$ cat src/rtl/muldiv_sequencer.sv
// Iterative multiply/divide unit beside the execute-stage ALU.
// Runs a shift-add multiply or a restoring divide, one bit per cycle over WIDTH
// cycles, and stalls the execute stage while it runs.
//
// Ports:
//   clk, reset        clock, asynchronous active-low reset
//   start, op         request and opcode (00 MUL, 01 MULU, 10 DIV, 11 DIVU)
//   opA, opB          multiplicand/dividend, multiplier/divisor
//   abort             pipeline flush, kills an in-flight operation
//   stall             combinational freeze for the execute stage register
//   busy              operation iterating
//   done              one-cycle result-valid pulse
//   div_by_zero       last divide had a zero divisor, held until next accept
//   hi, lo            MUL: upper/lower product; DIV: remainder/quotient
module muldiv_sequencer #(
  parameter int unsigned WIDTH = 32,
  parameter int unsigned CNT_W = 6
) (
  input  logic             clk,
  input  logic             reset,
  input  logic             start,
  input  logic [1:0]       op,
  input  logic [WIDTH-1:0] opA,
  input  logic [WIDTH-1:0] opB,
  input  logic             abort,
  output logic             stall,
  output logic             busy,
  output logic             done,
  output logic             div_by_zero,
  output logic [WIDTH-1:0] hi,
  output logic [WIDTH-1:0] lo
);

  localparam int unsigned DW = 2 * WIDTH;

  typedef enum logic [1:0] {
    IDLE = 2'd0,
    RUN  = 2'd1,
    DONE = 2'd2
  } state_e;

  state_e             state_q, state_d;
  logic [CNT_W-1:0]   cnt_q, cnt_d;
  logic               is_div_q, is_div_d;
  logic               sign_p_q, sign_p_d;  // product / quotient sign
  logic               sign_r_q, sign_r_d;  // remainder sign
  logic [WIDTH-1:0]   acc_hi_q, acc_hi_d;  // MUL: upper accumulator; DIV: partial remainder
  logic [WIDTH-1:0]   acc_lo_q, acc_lo_d;  // MUL: multiplier/low product; DIV: dividend/quotient
  logic [WIDTH-1:0]   opnd_q, opnd_d;      // MUL: |multiplicand|; DIV: |divisor|
  logic [WIDTH-1:0]   hi_q, hi_d;
  logic [WIDTH-1:0]   lo_q, lo_d;
  logic               dbz_q, dbz_d;

  logic               accept;
  logic               is_signed;
  logic               sign_a, sign_b;
  logic [WIDTH-1:0]   a_mag, b_mag;

  logic [WIDTH:0]     mul_sum;
  logic [WIDTH-1:0]   mul_hi_n, mul_lo_n;
  logic [WIDTH:0]     div_sh;
  logic               div_ge;
  logic [WIDTH-1:0]   div_diff;
  logic [WIDTH-1:0]   div_hi_n, div_lo_n;
  logic [WIDTH-1:0]   it_hi, it_lo;
  logic [DW-1:0]      prod, prod_neg;

  // Operand conditioning at accept
  always_comb begin
    accept    = start & ~abort & ((state_q == IDLE) | (state_q == DONE));
    is_signed = ~op[0];
    sign_a    = is_signed & opA[WIDTH-1];
    sign_b    = is_signed & opB[WIDTH-1];
    a_mag     = sign_a ? ({WIDTH{1'b0}} - opA) : opA;
    b_mag     = sign_b ? ({WIDTH{1'b0}} - opB) : opB;
  end

  // One iteration of each algorithm; the latched op selects which is kept
  always_comb begin
    mul_sum  = {1'b0, acc_hi_q} + (acc_lo_q[0] ? {1'b0, opnd_q} : {(WIDTH+1){1'b0}});
    mul_hi_n = mul_sum[WIDTH:1];
    mul_lo_n = {mul_sum[0], acc_lo_q[WIDTH-1:1]};

    // Partial remainder is always below the divisor, so the difference fits WIDTH bits
    div_sh   = {acc_hi_q, acc_lo_q[WIDTH-1]};
    div_ge   = (div_sh >= {1'b0, opnd_q});
    div_diff = div_sh[WIDTH-1:0] - opnd_q;
    div_hi_n = div_ge ? div_diff : div_sh[WIDTH-1:0];
    div_lo_n = {acc_lo_q[WIDTH-2:0], div_ge};

    it_hi    = is_div_q ? div_hi_n : mul_hi_n;
    it_lo    = is_div_q ? div_lo_n : mul_lo_n;
    prod     = {it_hi, it_lo};
    prod_neg = {DW{1'b0}} - prod;
  end

  // Next-state and datapath control
  always_comb begin
    state_d  = state_q;
    cnt_d    = cnt_q;
    is_div_d = is_div_q;
    sign_p_d = sign_p_q;
    sign_r_d = sign_r_q;
    acc_hi_d = acc_hi_q;
    acc_lo_d = acc_lo_q;
    opnd_d   = opnd_q;
    hi_d     = hi_q;
    lo_d     = lo_q;
    dbz_d    = dbz_q;

    unique case (state_q)
      RUN: begin
        if (abort) begin
          state_d = IDLE;
        end else begin
          acc_hi_d = it_hi;
          acc_lo_d = it_lo;
          cnt_d    = cnt_q + CNT_W'(1);
          if (cnt_q == CNT_W'(WIDTH - 1)) begin
            state_d = DONE;
            if (is_div_q) begin
              lo_d = sign_p_q ? ({WIDTH{1'b0}} - it_lo) : it_lo;
              hi_d = sign_r_q ? ({WIDTH{1'b0}} - it_hi) : it_hi;
            end else begin
              {hi_d, lo_d} = sign_p_q ? prod_neg : prod;
            end
          end
        end
      end
      default: begin
        state_d = IDLE;
        if (accept) begin
          if (op[1] && (opB == {WIDTH{1'b0}})) begin
            // Divide by zero resolves immediately without iterating
            state_d = DONE;
            hi_d    = opA;
            lo_d    = {WIDTH{1'b1}};
            dbz_d   = 1'b1;
          end else begin
            state_d  = RUN;
            cnt_d    = '0;
            dbz_d    = 1'b0;
            is_div_d = op[1];
            sign_p_d = sign_a ^ sign_b;
            sign_r_d = sign_a;
            acc_hi_d = '0;
            acc_lo_d = op[1] ? a_mag : b_mag;
            opnd_d   = op[1] ? b_mag : a_mag;
          end
        end
      end
    endcase
  end

  // State and result registers
  always_ff @(posedge clk or negedge reset) begin
    if (!reset) begin
      state_q  <= IDLE;
      cnt_q    <= '0;
      is_div_q <= 1'b0;
      sign_p_q <= 1'b0;
      sign_r_q <= 1'b0;
      acc_hi_q <= '0;
      acc_lo_q <= '0;
      opnd_q   <= '0;
      hi_q     <= '0;
      lo_q     <= '0;
      dbz_q    <= 1'b0;
    end else begin
      state_q  <= state_d;
      cnt_q    <= cnt_d;
      is_div_q <= is_div_d;
      sign_p_q <= sign_p_d;
      sign_r_q <= sign_r_d;
      acc_hi_q <= acc_hi_d;
      acc_lo_q <= acc_lo_d;
      opnd_q   <= opnd_d;
      hi_q     <= hi_d;
      lo_q     <= lo_d;
      dbz_q    <= dbz_d;
    end
  end

  // Stall must rise in the start cycle itself, so it includes the live accept
  assign stall       = accept | (state_q == RUN);
  assign busy        = (state_q == RUN);
  assign done        = (state_q == DONE);
  assign div_by_zero = dbz_q;
  assign hi          = hi_q;
  assign lo          = lo_q;

endmodule

$ cat config.mk
export PLATFORM = sky130hd
export DESIGN_NAME = muldiv_sequencer
export DESIGN_NICKNAME = d
export VERILOG_FILES = /design/src/rtl/muldiv_sequencer.sv
export SDC_FILE = /design/constraint.sdc
export NUM_CORES = 1
export LEC_CHECK = 0
export CAP_MARGIN = 10
export CORE_AREA = 2 2 192 194
export CTS_BUF_LIST = sky130_fd_sc_hd__clkbuf_4 sky130_fd_sc_hd__clkbuf_8 sky130_fd_sc_hd__clkbuf_16
export CTS_CLUSTER_DIAMETER = 50
export DETAILED_ROUTE_END_ITERATION = 8
export DIE_AREA = 0 0 194 196
export HOLD_SLACK_MARGIN = 0.15
export MAX_ROUTING_LAYER = met4
export SYNTH_ARGS = -nofsm -noshare
export SYNTH_HDL_FRONTEND = slang
export SYNTH_SLANG_ARGS = --single-unit
$ cat constraint.sdc
create_clock -name clk -period 5.26 [get_ports clk]
set_input_delay 1.052 -clock clk [delete_from_list [all_inputs] [get_ports clk]]
set_output_delay 1.052 -clock clk [all_outputs]
set_load 0.02 [all_outputs]
Yosys cells after proc, flatten, opt, wreduce, memory -nomap -nowiden
Cells that the tools add are included.
- output and inout port bits: 68
- word-level logic and storage cells: 88
- input bits: 70
- flip-flop bits (word level): 172
- reductions and logical operators: 9
- multiplexer cells: 41
- bitwise operators: 11
- $lt $le $gt $ge: 1
- add/subtract/negate cells: 8
- equality and inequality tests: 7
- operators by type and width (kind ; number):
    32-bit 2-to-1 mux ; 30
    1-bit by 32-bit subtractor with 32-bit output (first input constant) ; 4
    64-bit 2-to-1 mux ; 1
    1-bit by 64-bit subtractor with 64-bit output (first input constant) ; 1
    32-bit by 32-bit adder with 33-bit output ; 1
    33-bit by 32-bit >= comparator with 1-bit output ; 1
    32-bit logical NOT ; 1
    32-bit subtractor ; 1
    6-bit 2-to-1 mux ; 4
    2-bit 2-to-1 mux ; 5
    6-bit by 1-bit adder with 6-bit output (second input constant) ; 1
    6-bit by 5-bit == test with 1-bit output (second input constant) ; 1
    3-bit AND reduction ; 2
    1-bit bitwise AND ; 4
    2-bit inequality test (second input constant) ; 2
    1-bit inverter ; 4
    4-bit AND reduction ; 1
    2-bit nonzero test ; 2
    3-bit by 2-bit inequality test with 1-bit output (second input constant) ; 1
    2-bit by 1-bit == test with 1-bit output (second input constant) ; 1
    2-bit == test (second input constant) ; 1
    2-bit logical NOT ; 1
    2-bit by 1-bit inequality test with 1-bit output (second input constant) ; 1
    1-bit OR ; 2
    4 further kinds ; 4

Logic depth before layout (Yosys ltp)
- depth after elaboration: 9
- gate-level depth with buffers: 19
- mapped depth without buffers: 17

Worst setup path before layout
No wires, ideal clock.
- kind: in2reg
- from: input port opB[7]
- to: register hi_q[13], in the netlist hi[13]
- path buffers: 1
- data required time: 5.125 ns
- path slack: 1.263 ns
- arrival time: 3.862 ns
- stages: 11
- cells stage by stage: or3_1 or3_1 nor4_1 nand3b_1 nor2_1 or4b_1 clkbuf_1 nor2_1 nor2_1 a32oi_1 o31ai_1
- cells in the longest elaborated chain, start to end: 4
- ends and longest elaborated chain (element ; RTL line ; RTL):
    start: declaration ; 24 ; input logic [WIDTH-1:0] opB,
    32-bit logical NOT ; 133 ; if (op[1] && (opB == {WIDTH{1'b0}})) begin
    1-bit logical AND ; 133 ;
    2-bit nonzero test (no source line) ; - ;
    4-bit AND reduction (no source line) ; - ;
    end signal: assignment ; 178 ; hi_q <= hi_d;
    end: declaration ; 50 ; logic [WIDTH-1:0] hi_q, hi_d;
No other way between the ends.
A chain may end at the register's enable or synchronous reset.

Final worst setup path
- from: register acc_hi_q[11]
- to: register hi_q[29], in the netlist hi[29]
- cells in the longest elaborated chain, start to end: 9
- ends and longest elaborated chain (element ; RTL line ; RTL):
    start: declaration ; 47 ; logic [WIDTH-1:0] acc_hi_q, acc_hi_d;
    start signal: assignment ; 175 ; acc_hi_q <= acc_hi_d;
    32-bit subtractor / 33-bit by 32-bit >= comparator with 1-bit output (equally long branches) ; 87, 86 ;
    32-bit 2-to-1 mux ; 88 ; div_hi_n = div_ge ? div_diff : div_sh[WIDTH-1:0];
    32-bit 2-to-1 mux ; 91 ; it_hi = is_div_q ? div_hi_n : mul_hi_n;
    1-bit by 64-bit subtractor with 64-bit output / 1-bit by 32-bit subtractor with 32-bit output (equally long branches) ; 94, 123 ;
    64-bit 2-to-1 mux / 32-bit 2-to-1 mux (equally long branches) ; 125, 123 ;
    32-bit 2-to-1 mux * ; 121 ; if (is_div_q) begin
    32-bit 2-to-1 mux * ; 119 ; if (cnt_q == CNT_W'(WIDTH - 1)) begin
    32-bit 2-to-1 mux * ; 113 ; if (abort) begin
    32-bit 2-to-1 mux * ; 111 ; unique case (state_q)
Mark *: on every way between the ends. The rest lies on a longest branch, timed or not. The select of a mux whose other input is x is not followed.

==> key figures <==
Status
  – Outcome: finished clean

Floorplan
  – Die height: 196 um
  – Io pins: 138
  – # rows: 70
  – Die Width: 194 um
  – Core area: 0.03608 mm2
  – Die area: 0.03802 mm2
  – Initial Utilization: 44.08%

Clock tree
  – CTS max path bufs: 2
  – CTS tree: done
  – H-tree lvl count: 4
  – Clock sink count: 172
  – Clock latency on the worst-skew pair: 470 ps
  – Clock-pin slew on the worst setup and hold paths: 70 ps
  – Total CTS buffers: 17
  – Root buffer cell: clkbuf_16

Power and ir drop
  – Peak supply drop: 0.3382 mV
  – Total power: 11210 uW
  – Pwr/cell area: 603.7 mW/mm2
  – Leakage: 0.007655 uW

Yosys
  – FF+latch count, synth: 172
  – YS warnings: 0
  – Sequential area share after synthesis: 27.06%
  – Async SR Flop Fraction: 100.0%
  – Synthesized area per cell: 7.704 um2
  – Synthesized net count: 2206
  – Mapped Cells: 2065
  – Cell Area, Synth: 0.01591 mm2
  – Post-synth EDFFs: 0
  – Yosys cell types: 96
  – Post-synth top flop: dfrtp_1

Routing
  – Vias post-DR: 16710
  – Via-to-Cell Ratio: 6.301
  – Drt wl/cell: 23.73 um
  – DRT Pass-1 Iters: 6
  – DRT iter0 DRCs: 1612
  – WL final: 62.92 mm
  – Routed Antenna Nets: 0
  – Residual DRC: 0

Critical path
  – R2r worst-path depth: 14
  – R2r endpoint: hi[29]$_DFFE_PN0P_
  – Setup crit start kind: flip-flop
  – Crit-path max FO: 11
  – Kind of critical path: reg -> reg
  – Crit path capture type: flip-flop
  – WP data arrival: 5330 ps
  – Worst EP required: 5600 ps
  – Reg2reg setup slack: 270 ps
  – Worst r2r src: acc_hi_q[11]$_DFFE_PN0P_

Global routing
  – Total track usage: 33.93%
  – Largest net degree at the start of global routing: 103
  – Antenna violations before repair: 2
  – Grt ovf: 0
  – Vias in the first global route: 15780
  – First-pass GRT wire length: 96.61 mm

Min path
  – Worst Hold Path EP: lo[8]$_DFFE_PN0P_
  – Hold Path Class: reg -> reg
  – Hold path depth: 2
  – HP Start: lo[8]$_DFFE_PN0P_

STA
  – RSZ-0062 raised after global routing: no
  – Worst slew pin tran: 1037 ps
  – # setup viols final: 0
  – Worst Skew: 19.33 ps
  – Max Fclk: 200.4 MHz
  – Relative slew margins: 30.85%
  – Final worst slack: 269.5 ps
  – Fin crit share: 94.88%
  – Clock period minus worst slack: 4990 ps
  – Final Hold Fails: 0
  – Max Slew Vio Count: 0
  – TNS Setup: 0 ps

Finish
  – Area growth syn-to-layout: 16.75%
  – Final #Nets: 2310
  – Reg area: 0.004308 mm2
  – Layout cells sized above 1: 7.562%
  – # fillers: 3579
  – Finished Layout Cells: 2651
  – Multi-input logic area: 0.01089 mm2

Placed design
  – GPL Wtd Cong: 0.9680
  – Port Buf Inserts: 137
  – Placed Cells: 2617
  – Place WS: 30.23 ps
  – Hpwl dp: 48.95 mm

Run
  – Max_cap viols: 0
-- cell type report --
class                      instances  share of cell area (%)
clock inverter                    13                  0.8960
antenna                            1                 0.01347
multi-input combinational       1703                   58.63
tap                              468                   3.153
sequential                       172                   23.19
inverter                          70                   1.415
clock buffer                      19                   2.371
timing repair buffer             205                   10.33
-- cells by family (layout without fill, tap and decap cells) --
kind of cell | count (synthesis) | count (layout) | synth area share, %
adders and majority gates | 71 | 71 | 5.679
other | 0 | 1 | 0
buffers and inverters | 190 | 307 | 4.837
muxes | 55 | 55 | 3.532
DFF | 172 | 172 | 27.06
AOI/OAI and AO/OA | 693 | 693 | 27.98
xor gates and xnor gates | 159 | 159 | 8.754
and+or+nand+nor | 725 | 725 | 22.16
-- worst max-delay path, stage by stage, from the launching register on --
cell and delay, ps:
dfrtp_1 410, ha_1 440, a21oi_1 370, o21a_1 220, nor2_1 120, o31ai_4 530
a31o_2 380, and2_1 310, nand3_1 250, nor4_4 590, a41oi_1 280, a2111oi_0 590
nor2_1 100, xnor2_1 170, o21ai_0 90
-- sequential cells by signal, indices dropped and copies added, names as in the netlist --
signal	cells
sign_r_q	1
lo	32
div_by_zero	1
cnt_q	6
acc_hi_q	32
hi	32
is_div_q	1
state_q	2
sign_p_q	1
acc_lo_q	32
opnd_q	32
-- power by group --
group	switching, uW	leakage (uW)	internal, uW	total, uW
registers	529	0.00215	1820	2350
logic	4590	0.00521	2900	7490
clock network	616	0.000292	763	1380
total	5740	0.00765	5480	11200
-- per-layer routing --
metal | wire, um | vias to the layer above | global-route usage, % | part of all wire (%)
li1 | - | 7726 | - | -
met1 | 29140 | 8159 | 47.59 | 46
met2 | 27180 | 715 | 49.98 | 43
met3 | 4527 | 105 | 5.364 | 7.2
met4 | 2077 | 0 | 10.97 | 3.3
met5 | 0 | - | - | 0
-- placed cells by master (no fill, tap or decap), drive strengths merged, types with 24 or more instances in the layout --
| cell type | n |
|---|---|
| a211oi | 25 |
| xnor2 | 99 |
| o31ai | 29 |
| clkdlybuf4s50 | 135 |
| a21o | 29 |
| ha | 69 |
| nand3 | 62 |
| buf | 70 |
| dfrtp | 172 |
| xor2 | 60 |
| a21oi | 164 |
| o211ai | 40 |
| o21ai | 234 |
| or3 | 24 |
| inv | 72 |
| nor2 | 151 |
| nor3 | 62 |
| mux2i | 46 |
| nand2 | 246 |
| and2 | 45 |
-- cells in the mapped netlist (all sizes together), types with 5 or more instances --
cell type,instances,area share [%]
or2,11,0.43
o41ai,8,0.53
xnor2,99,5.5
inv,68,1.6
a21oi,164,5.2
a31oi,21,0.83
or3,24,0.94
o221ai,23,1.3
o311ai,5,0.32
and3,16,0.69
a21o,29,1.4
o31a,6,0.39
nor4,20,0.92
mux2i,46,2.9
nand3b,6,0.31
a311oi,5,0.50
nor3,62,2.0
a2111oi,7,0.50
nand4,22,1.0
nand3,62,2.0
nor3b,7,0.33
nor2,151,3.6
o21a,22,1.0
o21ai,234,7.4
ha,69,5.4
and4,6,0.33
o211ai,40,2.0
a211o,5,0.28
clkbuf,83,2.0
o31ai,29,1.5
a211oi,25,1.2
buf,37,1.2
nand2,246,5.8
o22ai,17,0.71
a2bb2oi,5,0.28
nor2b,22,0.87
xor2,60,3.3
or4,7,0.33
dfrtp,172,27
mux2,9,0.64
nand2b,11,0.43
o21bai,10,0.47
and2,45,1.8
-- stage by stage --
| stage | utilization, % | area, um2 | hold WS [ps] |
|---|---|---|---|
| floorplan | - | 15910 | 463.9 |
| global placement | 49.70 | 17930 | 504.7 |
| detailed placement | 49.70 | 17930 | 504.1 |
| CTS | 51.40 | 18550 | 523.1 |
| global route | 51.47 | 18570 | 550.0 |
| finish | 51.47 | 18570 | 520.4 |
-- how the worst max path moves through the flow --
stage	from	end	slack, ps	cells past startpoint
after floorplan	opB[7]	hi[13]$_DFFE_PN0P_	1260	11
after global routing	acc_hi_q[23]$_DFFE_PN0P_	hi[28]$_DFFE_PN0P_	30	17
after detailed placement	acc_hi_q[11]$_DFFE_PN0P_	hi[21]$_DFFE_PN0P_	30	14
after CTS	acc_hi_q[2]$_DFFE_PN0P_	hi[28]$_DFFE_PN0P_	10	16
final	acc_hi_q[11]$_DFFE_PN0P_	hi[29]$_DFFE_PN0P_	270	14
after global placement	acc_hi_q[2]$_DFFE_PN0P_	hi[21]$_DFFE_PN0P_	20	14
-- repair_timing --
| item | CTS | global route |
|---|---|---|
| hold buffers | 0 | 0 |
| pin swaps | 0 | 1 |
| gates resized for setup | 1 | 2 |
| setup buffers | 0 | 1 |
| endpoints found under the setup margin | 1 | 16 |
Note: power is estimated with default switching activity, not from simulation.
